## src/rtl/cfi_violation_reporter.sv

```systemverilog
`default_nettype none
// +------------------------------------------------------------------------+
// | cfi_violation_reporter: queues CFI violations from two commit ports    |
// | into a record FIFO with drop/total counters. Optional halt handshake   |
// | enabled by defining CFI_REPORT_HALT_EN.                                |
// | Revision: 1.0                                                          |
// +------------------------------------------------------------------------+
module cfi_violation_reporter #(
  parameter int DEPTH = 4,
  parameter int CNT_W = 8
) (
  input  logic                  clk_i,
  input  logic                  rst_ni,
  input  logic [1:0]            viol_valid_i,
  input  logic [1:0][63:0]      viol_pc_i,
  input  logic [1:0][1:0]       viol_kind_i,
  output logic                  rec_valid_o,
  input  logic                  rec_ready_i,
  output logic [63:0]           rec_pc_o,
  output logic [1:0]            rec_kind_o,
  output logic                  rec_port_o,
  output logic                  irq_o,
  output logic [CNT_W-1:0]      total_cnt_o,
  output logic [CNT_W-1:0]      drop_cnt_o,
  input  logic                  clr_cnt_i
`ifdef CFI_REPORT_HALT_EN
  ,
  output logic                  halt_req_o,
  input  logic                  halt_ack_i
`endif
);

  localparam int c_PTR_W = (DEPTH > 1) ? $clog2(DEPTH) : 1;
  localparam int c_OCC_W = $clog2(DEPTH + 1);

  typedef struct packed {
    logic [63:0] pc;
    logic [1:0]  kind;
    logic        port;
  } rec_t;

  rec_t               r_mem [DEPTH];
  logic [c_PTR_W-1:0] r_wptr;
  logic [c_PTR_W-1:0] r_rptr;
  logic [c_OCC_W-1:0] r_count;
  logic [CNT_W-1:0]   r_total;
  logic [CNT_W-1:0]   r_drop;

  logic               w_pop;
  logic [c_OCC_W-1:0] w_free;
  logic               w_acc0;
  logic               w_acc1;
  logic [1:0]         w_n_req;
  logic [1:0]         w_n_acc;
  logic [1:0]         w_n_drop;
  logic [c_PTR_W-1:0] w_wptr1;
  rec_t               w_head;

  function automatic logic [CNT_W-1:0] sat_add(input logic [CNT_W-1:0] a,
                                               input logic [1:0] b);
    logic [CNT_W:0] s;
    s = {1'b0, a} + (CNT_W + 1)'(b);
    return s[CNT_W] ? {CNT_W{1'b1}} : s[CNT_W-1:0];
  endfunction

  assign w_pop = rec_valid_o & rec_ready_i;

  // Free space counts the slot released by this cycle's pop.
  assign w_free   = c_OCC_W'(DEPTH) - r_count + c_OCC_W'(w_pop);
  assign w_acc0   = viol_valid_i[0] && (w_free != '0);
  assign w_acc1   = viol_valid_i[1] &&
                    (w_acc0 ? (w_free >= c_OCC_W'(2)) : (w_free != '0));
  assign w_n_req  = {1'b0, viol_valid_i[0]} + {1'b0, viol_valid_i[1]};
  assign w_n_acc  = {1'b0, w_acc0} + {1'b0, w_acc1};
  assign w_n_drop = w_n_req - w_n_acc;
  assign w_wptr1  = w_acc0 ? r_wptr + c_PTR_W'(1) : r_wptr;

  always_ff @(posedge clk_i) begin
    if (w_acc0) r_mem[r_wptr]  <= '{pc: viol_pc_i[0], kind: viol_kind_i[0], port: 1'b0};
    if (w_acc1) r_mem[w_wptr1] <= '{pc: viol_pc_i[1], kind: viol_kind_i[1], port: 1'b1};
  end

  always_ff @(posedge clk_i or negedge rst_ni) begin
    if (!rst_ni) begin
      r_wptr  <= '0;
      r_rptr  <= '0;
      r_count <= '0;
      r_total <= '0;
      r_drop  <= '0;
    end else begin
      r_wptr  <= r_wptr + c_PTR_W'(w_n_acc);
      r_rptr  <= r_rptr + c_PTR_W'(w_pop);
      r_count <= r_count + c_OCC_W'(w_n_acc) - c_OCC_W'(w_pop);
      if (clr_cnt_i) begin
        r_total <= '0;
        r_drop  <= '0;
      end else begin
        r_total <= sat_add(r_total, w_n_req);
        r_drop  <= sat_add(r_drop, w_n_drop);
      end
    end
  end

  // Head fields are masked when empty so stale storage never leaks out.
  assign w_head      = r_mem[r_rptr];
  assign rec_valid_o = (r_count != '0);
  assign irq_o       = rec_valid_o;
  assign rec_pc_o    = rec_valid_o ? w_head.pc   : '0;
  assign rec_kind_o  = rec_valid_o ? w_head.kind : '0;
  assign rec_port_o  = rec_valid_o ? w_head.port : 1'b0;
  assign total_cnt_o = r_total;
  assign drop_cnt_o  = r_drop;

`ifdef CFI_REPORT_HALT_EN
  logic r_halt_req;

  // A new violation wins over a same-cycle acknowledge so it is not lost.
  always_ff @(posedge clk_i or negedge rst_ni) begin
    if (!rst_ni) begin
      r_halt_req <= 1'b0;
    end else if (|viol_valid_i) begin
      r_halt_req <= 1'b1;
    end else if (halt_ack_i) begin
      r_halt_req <= 1'b0;
    end
  end

  assign halt_req_o = r_halt_req;
`endif

endmodule
`default_nettype wire

```

## config.mk

```make
export PLATFORM = sky130hd
export DESIGN_NAME = cfi_violation_reporter
export DESIGN_NICKNAME = d
export VERILOG_FILES = /design/src/rtl/cfi_violation_reporter.sv
export SDC_FILE = /design/constraint.sdc
export NUM_CORES = 1
export LEC_CHECK = 0
export ABC_CLOCK_PERIOD_IN_PS = 6900
export BUFFER_PORTS_ARGS = -buffer_cell sky130_fd_sc_hd__buf_4
export CORE_MARGIN = 2
export CORE_UTILIZATION = 54
export CTS_BUF_LIST = sky130_fd_sc_hd__clkbuf_8
export CTS_CLUSTER_DIAMETER = 80
export DETAILED_ROUTE_END_ITERATION = 10
export GPL_TIMING_DRIVEN = 0
export PLACE_DENSITY = 0.87
export SYNTH_ARGS = -nofsm -noshare
export SYNTH_HDL_FRONTEND = slang
export SYNTH_SLANG_ARGS = --single-unit
```

## constraint.sdc

```tcl
create_clock -name clk_i -period 6.9 [get_ports clk_i]
set_input_delay 0.69 -clock clk_i [delete_from_list [all_inputs] [get_ports clk_i]]
set_output_delay 0.69 -clock clk_i [all_outputs]
set_load 0.05 [all_outputs]
```

# ---- Word level (Yosys, flattened, before mapping)
# Memory sizes are Yosys's and may differ from the RTL's.
# Cells that the tools add are included.
dict set report totals {
  regBits 23
  latch_bits 0
  mem_bits_rw 268
  rom_bits 0
  in_bits 138
  out_inout_bits 85
  word_cells 37
  n_memories 1
}
dict set report op_classes {
  addsub 12
  multipliers 0
  div_mod_pow 0
  magnitude_cmp 1
  n_eq_ne 0
  shifts 0
  n_mux 13
  bitwise_logic 1
  n_reduce_logical 4
}
# memory words word_bits rd rd_ports_with_merged_regs wr line_no
set memory_table {}
lappend memory_table {r_mem 4 67 1 0 2 42} ;# rec_t r_mem [DEPTH];
# cell n
set ops {}
lappend ops {{$mux 64} 1}
lappend ops {{$mux 8} 4}
lappend ops {{$add 8x2->9} 2}
lappend ops {{$mux 1} 6}
lappend ops {{$reduce_bool 3->1} 2}
lappend ops {{$add 1x1->2} 2}
lappend ops {{$mux 2} 2}
lappend ops {{$add 3x1->3} 1}
lappend ops {{$add 3x2->3} 1}
lappend ops {{$ge 3x2->1 const B} 1}
lappend ops {{$sub 3x1->3} 1}
lappend ops {{$sub 3x3->3 const A} 1}
lappend ops {{$add 2x1->2} 1}
lappend ops {{$add 2x1->2 const B} 1}
lappend ops {{$add 2x2->2} 1}
lappend ops {{$logic_and 1x1->1} 2}
lappend ops {{$sub 2x2->2} 1}
lappend ops {{$and 1x1->1} 1}

# ---- Longest topological paths before layout
dict set report depth {
  word_depth 12
  ltp_mapped 21
  ltp_nobuf 17
}

# ---- Worst setup path before layout
# No wires, ideal clock.
dict set report synth_path {
  kind {register to register}
  from {register r_count[2]}
  to {memory r_mem[2][10] (netlist name) (enable)}
  arrival_time_ps 4532
  slack_ps 1937
  stages_incl_launch_ff 13
  path_buffers 3
  synth_period_minus_slack_ps 4963
  cell_sequence {dfrtp_1 or3_1 clkbuf_1 clkbuf_1 nand2_1 ha_1 inv_1 ha_1 nand2b_1 o21ai_4 mux2i_1 clkbuf_1 a22o_1}
}
# element line_no
set synth_lines {}
lappend synth_lines {{from (decl)} 45} ;# logic [c_OCC_W-1:0] r_count;
lappend synth_lines {{from (signal assigned)} 93} ;# r_count <= r_count + c_OCC_W'(w_n_acc) - c_OCC_W'(w_pop);
lappend synth_lines {{to (decl)} 42}

# ---- Final worst setup path
dict set report layout_path {
  from {register r_count[2]}
  to {register r_drop[6], in the netlist drop_cnt_o[6]}
}
dict set report layout_between {
  elab_chain_len 12
}
# element line_no
set layout_lines {}
lappend layout_lines {{branches (longest 2 deep; another with $sub 3x3->3)} --}
lappend layout_lines {{$add 3x1->3 (*)} 69} ;# assign w_free = c_OCC_W'(DEPTH) - r_count + c_OCC_W'(w_pop);
lappend layout_lines {{branches (longest 4 deep; another with $ge 3x2->1)} --}
lappend layout_lines {{$add 1x1->2 (*)} 74} ;# assign w_n_acc = {1'b0, w_acc0} + {1'b0, w_acc1};
lappend layout_lines {{$sub 2x2->2 (*)} 75} ;# assign w_n_drop = w_n_req - w_n_acc;
lappend layout_lines {{$add 8x2->9 (*)} 62} ;# s = {1'b0, a} + (CNT_W + 1)'(b);
lappend layout_lines {{$mux 8 (*)} 63} ;# return s[CNT_W] ? {CNT_W{1'b1}} : s[CNT_W-1:0];
lappend layout_lines {{$mux 8 (*)} 94} ;# if (clr_cnt_i) begin
lappend layout_lines {{to (signal assigned)} 99} ;# r_drop <= sat_add(r_drop, w_n_drop);
lappend layout_lines {{to (decl)} 47} ;# logic [CNT_W-1:0] r_drop;
# Every way passes the cells marked *.

==> flow_summary.json <==
{
  "outcome": "finished, final reports clean",
  "yosysUniqueCellTypes": 45,
  "yosysWarnings": 0,
  "maxSlewHeadroom_pct": 46.4,
  "final_layout_size_suffix_gt1_share_pct": 32.3,
  "die_area_sq_um": 28600,
  "final_nets": 1371,
  "cts_root_buf": "clkbuf_8",
  "final_core_util_pct": 66.2,
  "via_per_inst": 7.08,
  "syn_inst": 936,
  "path_buf_inv": 7,
  "cts_made_buffers": 47,
  "worstSkewPairLatency_ns": 0.57,
  "synth_nets": 1095,
  "worstPathRequired_ns": 7.34,
  "placementRows": 60,
  "critPathCaptureType": "flop",
  "post-place-cells": 1503,
  "syn_area_sq_um": 14700,
  "die_y_microns": 169,
  "grt_max_degree": 47,
  "globalRouteTotalUtil_pct": 29.5,
  "rsz0062_at_grt": "false",
  "place_congestion": 0.863,
  "cts_tree": "done",
  "finalWorstSetupSlack_ns": 1.40,
  "layout.cells.non_filler": 1587,
  "fp.dieW_microns": 169,
  "max_stage_delay_ns": 0.51,
  "yosys.area.top_type": "edfxtp_1",
  "setup_viol": 0,
  "crit_family": "buffers and inverters",
  "via_count": 11200,
  "initial_utilization_pct": 54.7,
  "ant_nets": 0,
  "cap_violations": 0,
  "dr.pass1.iters": 7,
  "wl_per_cell_microns": 27.0,
  "clock_skew_ns": 0.0239,
  "period_minus_slack_ns": 5.50,
  "cp_data_arrival_time_ns": 5.93,
  "period_share_pct": 79.6,
  "cts-htree-levels": 2,
  "area_delta_synth_final_pct": 20.9,
  "worstMarginPinSlew_ns": 0.803,
  "pre_cts_ws_ns": 1.46,
  "cp-start-kind": "flop",
  "fp.coreArea_sq_um": 26900,
  "synth_top_area_share_pct": 53.9,
  "cpMostUsedCell": "ha_1",
  "finalWirelength_microns": 42800,
  "syn_area_per_cell_sq_um": 15.7,
  "crit_fanout": 11,
  "numPortBuffers": 222,
  "cts_setup_buffers": 0,
  "grt_pass1_vias": 11500,
  "ioPinCount": 223,
  "dpl_cell_area_sq_um": 17000,
  "cts_resized": 0,
  "fmax_mhz": 182,
  "slowest_stage": "clkbuf_1",
  "synthFlopType": "edfxtp_1",
  "async_reset_ff_share_pct": 7.90,
  "final_area_sq_um": 17800,
  "ys_top_cells_by_area": "edfxtp_1, a32o_1, mux4_2",
  "crit_type": "reg -> reg",
  "ys_seq_area_share_pct": 58.3,
  "hold_path.class": "in -> reg",
  "antenna_found_initial": 1,
  "cts_buffer_depth": 3,
  "ys_ff_latch": 291,
  "drc_errors": 0,
  "grt_first_pass_wirelength_microns": 64300,
  "finalMaxSlewViolations": 0,
  "synth_common_cells": "a32o_1, edfxtp_1, and2_1, mux4_2, clkbuf_1",
  "hold_viol_final": 0,
  "synth_edf_count": 264,
  "dpl.hpwl_microns": 27500,
  "cts.clk_slew.worst_paths_ns": 0.06,
  "clock_sinks": 291,
  "drtIter0Drc": 1659,
  "cp_cell_sequence": "or3_1, clkbuf_1, clkbuf_1, nand2_1, ha_1, inv_1, ha_1, xor2_2, o31ai_2, inv_2, buf_2, clkbuf_1, ha_1, ha_1, inv_1, ha_1, fa_1, and3_1, nand3_1, mux2i_1, nor2_1",
  "grt-ovfl-total": 0
}
==> cells in the final DEF (no fill, tap or decap), drive strengths merged, types with 5 or more instances in the layout <==
master and count:
ha 18, edfxtp 264, mux4 67, buf 276
nor2 10, a32o 264, inv 34, nand2 10
a21oi 11, mux2i 5, a22o 8, dfrtp 23
and2 67, xnor2 9, clkbuf 111, clkinv 18
==> area by class of cell <==
type	count	area, sq um
clock buffers	48	661
inverters	20	75.1
multi-input cells	512	5550
fillers	1959	9090
repair buffers	227	1790
flip-flops and latches	291	8580
clock inverters	34	159
well taps	341	427
plain buffers	113	538
diodes	1	2.50
==> routing by layer <==
metal	GRT usage, %	part of all wire [%]
met3	7.01	13
met5	0	0
met4	11.4	3.0
met1	37.8	35
met2	49.3	50
==> repair_timing <==
| action | in CTS | in global routing |
|---|---|---|
| endpoints found under the hold margin | 10 | 0 |
| hold buffers | 1 | 0 |
| endpoints found under the setup margin | 0 | 0 |
==> worst register-to-register path, cell delays in order, from the launching register on <==
cell and delay (ns):
dfrtp_1 0.41, or3_1 0.13, clkbuf_1 0.51, clkbuf_1 0.51
nand2_1 0.17, ha_1 0.21, inv_1 0.05, ha_1 0.18
xor2_2 0.26, o31ai_2 0.16, inv_2 0.09, buf_2 0.30
clkbuf_1 0.47, ha_1 0.37, ha_1 0.30, inv_1 0.04
ha_1 0.20, fa_1 0.44, and3_1 0.22, nand3_1 0.11
mux2i_1 0.19, nor2_1 0.05
==> cells by family after synthesis <==
family / Yosys count / synth area share [%]
xor+xnor: 13 / 0.825
mux: 73 / 10.7
compound gates: 298 / 19.8
flops: 291 / 58.3
buf+inv: 133 / 4.17
fa+ha+maj: 21 / 1.94
simple gates: 107 / 4.23
==> per-stage QoR <==
| step | setup TNS, ns | hold WS, ns |
|---|---|---|
| after floorplan | 0 | 0.394 |
| after global placement | -2.15 | 0.453 |
| after detailed placement | 0 | 0.458 |
| after CTS | 0 | 0.308 |
| after global routing | 0 | 0.320 |
| final | 0 | 0.330 |
==> registers in the layout, summed over array words and instances (netlist names) <==
signal       cells
r_mem          268
total_cnt_o      8
r_rptr           2
r_count          3
r_wptr           2
drop_cnt_o       8
==> final timing paths <==
| kind | from | to | slack, ns | cells after the start |
|---|---|---|---|---|
| max in group asynchronous | rst_ni | r_count[0] | 6.11 | 2 |
| worst max register to register | r_count[2] | drop_cnt_o[6] | 1.40 | 21 |
| worst max-delay path | r_count[2] | drop_cnt_o[6] | 1.40 | 21 |
| min in group asynchronous | rst_ni | drop_cnt_o[5] | 0.55 | 2 |
| worst min-delay path | clr_cnt_i | drop_cnt_o[0] | 0.33 | 2 |
| worst min register to register | r_mem[2][0] | r_mem[2][0] | 0.48 | 1 |
Power is not shown: default switching activity piles up to over one toggle a cycle in this logic, so the estimate is an artifact.
